==> src/rtl/exp5_pkg.sv <==
// rtl/exp5_pkg.sv - state codes and parameter defaults for the sonar control unit
package exp5_pkg;

    typedef enum logic [3:0] {
        ST_INICIAL            = 4'd0,
        ST_PREPARACAO         = 4'd1,
        ST_ESPERA_INTERVALO   = 4'd2,
        ST_ACIONA_MEDIDA      = 4'd3,
        ST_ESPERA_MEDIDA      = 4'd4,
        ST_TRANSMITE          = 4'd5,
        ST_ESPERA_TRANSMISSAO = 4'd6,
        ST_PROXIMO_CARACTERE  = 4'd7,
        ST_PROXIMO_ANGULO     = 4'd8
    } estado_t;

    localparam int MAX_TENTATIVAS_DEF = 3;
    localparam int N_INTERVALOS_DEF   = 1;

endpackage

==> src/rtl/exp5_uc.sv <==
// rtl/exp5_uc.sv - sonar sweep control unit: interval wait, measure with retry, frame transmit, servo step
module exp5_uc
    import exp5_pkg::*;
#(
    parameter int MAX_TENTATIVAS = MAX_TENTATIVAS_DEF,
    parameter int N_INTERVALOS   = N_INTERVALOS_DEF
) (
    input  logic       clock,
    input  logic       reset,
    input  logic       ligar,
    input  logic       tick_intervalo,
    input  logic       pronto_medida,
    input  logic       timeout_echo,
    input  logic       pronto_transmissao,
    input  logic       fim_serial,
    input  logic       fim_posicao,
    output logic       zera,
    output logic       medir,
    output logic       conta_timeout_echo,
    output logic       partida_serial,
    output logic       conta_ascii,
    output logic       conta_angulo,
    output logic       pronto,
    output logic       erro_medida,
    output logic [3:0] db_estado
);

    localparam logic [2:0] TENT_LIM = 3'(MAX_TENTATIVAS - 1);
    localparam logic [3:0] INT_LIM  = 4'(N_INTERVALOS - 1);

    estado_t    estado_q, estado_d;
    logic [2:0] tentativas_q, tentativas_d;
    logic [3:0] intervalos_q, intervalos_d;
    logic       erro_q, erro_d;
    logic       ultimo_q, ultimo_d;

    always_ff @(posedge clock) begin
        if (reset) begin
            estado_q     <= ST_INICIAL;
            tentativas_q <= 3'd0;
            intervalos_q <= 4'd0;
            erro_q       <= 1'b0;
            ultimo_q     <= 1'b0;
        end else begin
            estado_q     <= estado_d;
            tentativas_q <= tentativas_d;
            intervalos_q <= intervalos_d;
            erro_q       <= erro_d;
            ultimo_q     <= ultimo_d;
        end
    end

    always_comb begin
        estado_d           = estado_q;
        tentativas_d       = tentativas_q;
        intervalos_d       = intervalos_q;
        erro_d             = erro_q;
        ultimo_d           = ultimo_q;
        zera               = 1'b0;
        medir              = 1'b0;
        conta_timeout_echo = 1'b0;
        partida_serial     = 1'b0;
        conta_ascii        = 1'b0;
        conta_angulo       = 1'b0;
        pronto             = 1'b0;

        case (estado_q)
            ST_INICIAL: begin
                if (ligar) estado_d = ST_PREPARACAO;
            end
            ST_PREPARACAO: begin
                zera         = 1'b1;
                tentativas_d = 3'd0;
                intervalos_d = 4'd0;
                erro_d       = 1'b0;
                estado_d     = ST_ESPERA_INTERVALO;
            end
            ST_ESPERA_INTERVALO: begin
                if (!ligar) begin
                    estado_d = ST_INICIAL;
                end else if (tick_intervalo) begin
                    if (intervalos_q == INT_LIM) begin
                        intervalos_d = 4'd0;
                        estado_d     = ST_ACIONA_MEDIDA;
                    end else begin
                        intervalos_d = intervalos_q + 4'd1;
                    end
                end
            end
            ST_ACIONA_MEDIDA: begin
                medir    = 1'b1;
                estado_d = ligar ? ST_ESPERA_MEDIDA : ST_INICIAL;
            end
            ST_ESPERA_MEDIDA: begin
                conta_timeout_echo = 1'b1;
                // A capture arriving with the timeout still counts as a good measurement.
                if (!ligar) begin
                    estado_d = ST_INICIAL;
                end else if (pronto_medida) begin
                    tentativas_d = 3'd0;
                    estado_d     = ST_TRANSMITE;
                end else if (timeout_echo) begin
                    if (tentativas_q < TENT_LIM) begin
                        tentativas_d = tentativas_q + 3'd1;
                        estado_d     = ST_ACIONA_MEDIDA;
                    end else begin
                        erro_d       = 1'b1;
                        tentativas_d = 3'd0;
                        estado_d     = ST_PROXIMO_ANGULO;
                    end
                end
            end
            ST_TRANSMITE: begin
                partida_serial = 1'b1;
                estado_d       = ST_ESPERA_TRANSMISSAO;
            end
            ST_ESPERA_TRANSMISSAO: begin
                if (pronto_transmissao) begin
                    ultimo_d = fim_serial;
                    estado_d = ST_PROXIMO_CARACTERE;
                end
            end
            ST_PROXIMO_CARACTERE: begin
                conta_ascii = 1'b1;
                // A started frame always finishes; ligar is only honoured after its last character.
                if (ultimo_q) estado_d = ligar ? ST_PROXIMO_ANGULO : ST_INICIAL;
                else          estado_d = ST_TRANSMITE;
            end
            ST_PROXIMO_ANGULO: begin
                conta_angulo = 1'b1;
                pronto       = fim_posicao;
                estado_d     = ligar ? ST_ESPERA_INTERVALO : ST_INICIAL;
            end
            default: begin
                estado_d = ST_INICIAL;
            end
        endcase
    end

    assign erro_medida = erro_q;
    assign db_estado   = estado_q;

endmodule

==> config.mk <==
export PLATFORM = sky130hd
export DESIGN_NAME = exp5_uc
export DESIGN_NICKNAME = d
export VERILOG_FILES = /design/src/rtl/exp5_pkg.sv /design/src/rtl/exp5_uc.sv
export SDC_FILE = /design/constraint.sdc
export NUM_CORES = 1
export LEC_CHECK = 0
export ABC_AREA = 1
export BUFFER_PORTS_ARGS = -buffer_cell sky130_fd_sc_hd__buf_2
export CORE_MARGIN = 3
export CORE_UTILIZATION = 35
export DETAILED_ROUTE_END_ITERATION = 6
export MAX_ROUTING_LAYER = met4
export PLACE_DENSITY_LB_ADDON = 0.05
export SETUP_SLACK_MARGIN = 0.1
export SLEW_MARGIN = 20
export SYNTH_ARGS = -nofsm -noshare
export SYNTH_HDL_FRONTEND = slang
export SYNTH_SLANG_ARGS = --single-unit
==> constraint.sdc <==
create_clock -name clock -period 1.3 [get_ports clock]
set_input_delay 0.26 -clock clock [delete_from_list [all_inputs] [get_ports clock]]
set_output_delay 0.26 -clock clock [all_outputs]
set_load 0.01 [all_outputs]
# Word-level counts from Yosys, hierarchy flattened
# Cells that the tools add are included.
[word_totals]
ff_bits = 13
ramBits = 0
out_inout_bits = 12
word_cells = 72
n_memories = 0
input_bits = 9
rom_bits = 0
latchBits = 0
[classes]
mux = 35
shift = 0
order_cmp = 1
n_bitwise = 0
div = 0
multipliers = 0
n_reduce_logical = 9
addsub = 2
n_eq_ne = 20
[op_table]
columns = ["operator", "count"]
rows = [
  ["4-bit 2-to-1 mux", 14],
  ["4-bit case mux with 9 select lines", 1],
  ["4-bit by 3-bit == test with 1-bit output (second input constant)", 4],
  ["2-bit != test (second input constant)", 8],
  ["3-bit 2-to-1 mux", 5],
  ["1-bit 2-to-1 mux", 11],
  ["5-bit AND reduction", 2],
  ["3-bit != test (second input constant)", 3],
  ["4-bit by 2-bit == test with 1-bit output (second input constant)", 2],
  ["4-bit logical NOT", 2],
  ["4-bit case mux with 2 select lines", 1],
  ["3-bit case mux with 2 select lines", 1],
  ["3-bit AND reduction", 2],
  ["4-bit by 1-bit adder with 4-bit output (second input constant)", 1],
  ["4-bit by 1-bit == test with 1-bit output (second input constant)", 1],
  ["4-bit == test (second input constant)", 1],
  ["4-bit != test (second input constant)", 1],
  ["2-bit nonzero test", 2],
  ["3-bit by 1-bit adder with 3-bit output (second input constant)", 1],
  ["3-bit by 2-bit < comparator with 1-bit output (second input constant)", 1],
  ["2-bit 2-to-1 mux", 1],
  ["1-bit case mux with 2 select lines", 1],
  ["2-bit AND reduction", 1],
]

# Logic depth before layout (Yosys ltp)
[logic_depth]
depth_word = 6
mapped_depth = 10
depth_no_buf = 10

# Worst setup path after synthesis
# OpenSTA, ideal clock, no wires.
[synth_timing]
kind = "register to register"
startpoint = "register estado_q[0], in the netlist db_estado[0]"
endpoint = "register tentativas_q[1]"
required_time_ns = 1.165
arrival_ns = 1.129
setup_slack_ns = 0.036
setup_ns = 0.135
stages_incl_launch_ff = 8
path_buffers = 0
period_less_slack_ns = 1.264
path_cell_list = "dfxtp_1 -> nor2_2 -> nand2_2 -> clkinv_1 -> nand2_1 -> nand2_1 -> nand2_1 -> a21oi_1"
[synth_between]
elab_chain_len = 3
elab_cells_between_ends = 7
classes_between = "eq/ne (4); mux (1); reduce/logical (2)"
[synth_rtl]
columns = ["item", "line_no", "source"]
rows = [
  ["start: declaration", "exp5_uc.sv:31", "estado_t estado_q, estado_d;"],
  ["start signal: assignment", "exp5_uc.sv:45", "estado_q <= estado_d;"],
  ["4-bit by 3-bit == test with 1-bit output or 4-bit by 1-bit == test with 1-bit output (tied branches)", "exp5_uc.sv:67", "case (estado_q)"],
  ["3-bit != test (no source line), or another cell as far along", "--", ""],
  ["3-bit AND reduction (no source line)", "--", ""],
  ["end signal: assignment", "exp5_uc.sv:46", "tentativas_q <= tentativas_d;"],
  ["end: declaration", "exp5_uc.sv:32", "logic [2:0] tentativas_q, tentativas_d;"],
]
# Parallel ways exist; a longest one is shown, timed or not.
# A chain may end at the register's enable or synchronous reset.

# Worst setup path in the final report
[layout_timing]
startpoint = "register estado_q[1], in the netlist db_estado[1]"
endpoint = "output port pronto"
[layout_between]
elab_chain_len = 2
[layout_rtl]
columns = ["item", "line_no", "source"]
rows = [
  ["4-bit == test", "exp5_uc.sv:67", ""],
  ["1-bit 2-to-1 mux", "exp5_uc.sv:67", ""],
  ["end: declaration", "exp5_uc.sv:23", "output logic pronto,"],
]
# No other way between the ends.

==> impl.org <==
** CTS
- Skew-Pair Late Insertion Delay :: between 0.2 and 0.3 ns
- Clock tree from TritonCTS :: yes
- Counting along the longest clock path gives a buffer depth of 2.
- In this run the number of H-tree levels came out at 1.
- Number of sinks on the clock net :: 13
- Cell at the root of the clock tree :: clkbuf_4
- For this design, the CTS-stage hold fixing added 0 buffers.
- Clock tree synthesis inserted a total of 3 buffers.
- Clock-pin slew was measured on the worst setup and hold paths at roughly 0.08 ns.

** Finish
- For this run, the post-layout net count is 207.
- Leaving out fill and tap cells, the most frequent cell in the layout is nand2_1.
- Register cell area after layout :: about 280 um^2
- The number of antenna diodes in the final layout is 0.
- Finished layout cell area :: 1550 um^2
- Multi-input gate area :: 734 um^2
- The filler cells instantiated in the layout total just over 200.
- Commonest non-fill, non-tap cells in the layout :: 28 x nand2_1, 18 x buf_4, 17 x buf_6
- From synthesis to final layout, the design area changed by 70.0%.
- Share of the core filled with cells in the final layout :: 0.663
- Layout cells sized above 1 :: 0.526

** Worst setup path
- Startpoint kind of the worst setup timing path :: flop
- Of all nets on the critical path, the largest fanout is 5.
- Path type of the worst setup path :: flop to primary output
- Data on the critical path is required at its endpoint by 1.04 ns.
- Critical Path AT :: 1.17 ns
- STA classifies the critical path endpoint as a primary output.

** Drt
- Number of remaining DRC errors :: 0
- Number of search-and-repair iterations in the first detailed-routing pass :: 6
- The detail route stage leaves a number of antenna-violating nets equal to 0.
- Final WL :: between 3000 and 4000 um
- The detailed router finished its first iteration with 39 violations.
- Via density per instance :: approximately 5.2
- Routed via count :: 1156
- Dividing the detail-routed wire length by the instance count gives 14.2 um.

** Yosys
- In this run the mean area of a mapped cell was ~6.3 um^2.
- Synthesis produced a netlist with a net count of ~160.
- Yosys printed 0 warnings.
- The synthesized netlist occupies a cell area of 912 um^2.
- Fraction of the yosys area taken by sequential cells :: 0.285
- Synthesis inferred 13 register bits.
- Number of cells produced by synthesis :: 144
- Number of distinct standard cells referenced by the synthesized netlist :: 22

** STA
- Number of failing setup endpoints in the final timing report :: 18
- Relative slew margins :: 0.788
- Highest Clock Rate :: between 600 and 700 MHz
- For the pin with the worst max-slew slack, the measured transition is between 0.3 and 0.4 ns.
- Minimum clock period :: 1.43 ns
- Slew Viols, Final :: 0
- Worst Setup Slack, final :: -0.134 ns
- The final hold violation count is 0.
- Final period util :: 1.10
- Setup repair after global routing could not meet its margin everywhere.
- For the final database, setup skew stands at 0.00222 ns.

** GRT
- Initial antenna violation count :: 0
- For this run, the total global-route usage over all layers was measured as 0.188.
- For this run the aggregate overflow at the end of global routing stands at 0.
- First-pass GRT wire length :: between 4000 and 5000 um
- Entering global routing, the biggest net connects 14 pins.
- The via count of the first global-routing pass is 1131.

** Run status
- Status :: finished, violations left
- The final reports fail on negative setup slack.

** Die
- The die is around 57 um wide.
- Die boundary height :: 57.1 um
- Floorplan die area :: 3250 um^2
- After floorplanning, the core was divided into 17 placement rows.
- During I/O placement, the number of pins put on the boundary was 21.
- The core region is 2340 um^2.
- For this configuration, the core starts out at a cell density of 0.390.

** Place
- In this run the cell area measured after placement is between 1000 and 1500 um^2.
- Routability-driven placement congestion ratio :: 0.843
- HPWL Detailed :: 1830 um
- Buffers on Ports :: 20
- Prior to clock tree synthesis, the placed netlist has a worst setup slack of -0.00743 ns.

** Power and ir drop
- For this design the ratio of total power to cell area is 802 nW/um^2.
- Leakage Power :: 0.733 nW
- Worst voltage drop across the vdd grid :: 0.612 mV

** Job
- Number of max-capacitance violations reported :: 0

** Worst hold path
- Worst min-delay path class :: primary input to flop
-- worst max-delay path, stage by stage, from the launching register on --
cell	delay, ns
dfxtp_4	0.38
nor2_4	0.17
nand3_2	0.11
nor2_1	0.09
buf_2	0.14
-- synthesized netlist by cell type, drive strengths merged --
cell    count  area [um^2]
a211oi      1         7.51
a21oi      13         72.6
clkbuf      1         3.75
clkinv      1         3.75
dfxtp      13          260
ha          3         37.5
inv        21         78.8
nand2      40          160
nand3      12         70.1
nand3b      1         7.51
nand4       4         25.0
nor2       26          130
nor3        4         20.0
o21ai       2         17.5
xnor2       1         8.76
xor2        1         8.76
-- cell families (layout without fill, tap and decap cells) --
| group | count (synthesis) | after routing | share of synthesized area |
|---|---|---|---|
| AOI/OAI and AO/OA | 16 | 16 | 0.107 |
| xor gates and xnor gates | 2 | 2 | 0.0192 |
| adders and majority gates | 3 | 3 | 0.0412 |
| buffers and inverters | 23 | 73 | 0.0946 |
| DFF | 13 | 13 | 0.285 |
| and+or+nand+nor | 87 | 87 | 0.453 |
-- registers in the layout, indices dropped and copies added (netlist names) --
name / cells
intervalos_q: 4
db_estado: 4
ultimo_q: 1
tentativas_q: 3
erro_medida: 1
-- per-stage QoR --
| step | hold slack (ns) | TNS, ns | instances | power [mW] |
|---|---|---|---|---|
| 2_1_floorplan | 0.329 | 0 | 144 | 0.633 |
| 3_3_place_gp | 0.453 | -0.116 | 197 | 0.726 |
| 3_5_place_dp | 0.460 | -0.00743 | 197 | 0.722 |
| 4_1_cts | 0.246 | -1.26 | 218 | 1.10 |
| 5_1_grt | 0.268 | -2.62 | 222 | 1.30 |
| 6_report | 0.250 | -1.45 | 222 | 1.24 |
-- metal layers --
| metal | up-vias | global-route usage | wire, um |
|---|---|---|---|
| li1 | 556 | - | - |
| met1 | 543 | 0.211 | 1190 |
| met2 | 49 | 0.312 | 1660 |
| met3 | 8 | 0.0633 | 246 |
| met4 | 0 | 0.0662 | 51 |
| met5 | - | - | 0 |
-- where the power goes --
group	leakage, nW	total (mW)	internal (mW)	switching (mW)
Clock	0.0177	0.256	0.114	0.142
Combinational	0.607	0.548	0.247	0.301
Sequential	0.108	0.439	0.410	0.0295
Total	0.733	1.24	0.771	0.473
-- timing repair --
| action | in CTS | in global routing |
|---|---|---|
| buffers inserted | 17 | 4 |
| resized for setup | 28 | 41 |
| pin swaps | 13 | 28 |
| setup endpoints to repair | 18 | 23 |
-- cell type report --
| class | count | share of cell area |
|---|---|---|
| clock buffers | 3 | 0.0145 |
| clock inverters | 1 | 0.00323 |
| inverters | 22 | 0.0589 |
| multi-input cells | 108 | 0.474 |
| flip-flops and latches | 13 | 0.178 |
| well taps | 28 | 0.0226 |
| repair buffers | 47 | 0.249 |
-- worst paths after layout --
path | startpoint | to | slack [ns] | depth (start not counted)
max reg2reg | db_estado[2] | db_estado[0] | -0.12 | 9
min | timeout_echo | erro_medida | 0.25 | 3
min reg2reg | tentativas_q[2] | tentativas_q[2] | 0.46 | 2
max | db_estado[1] | pronto | -0.13 | 4
Note: power is estimated with default switching activity, not from simulation.
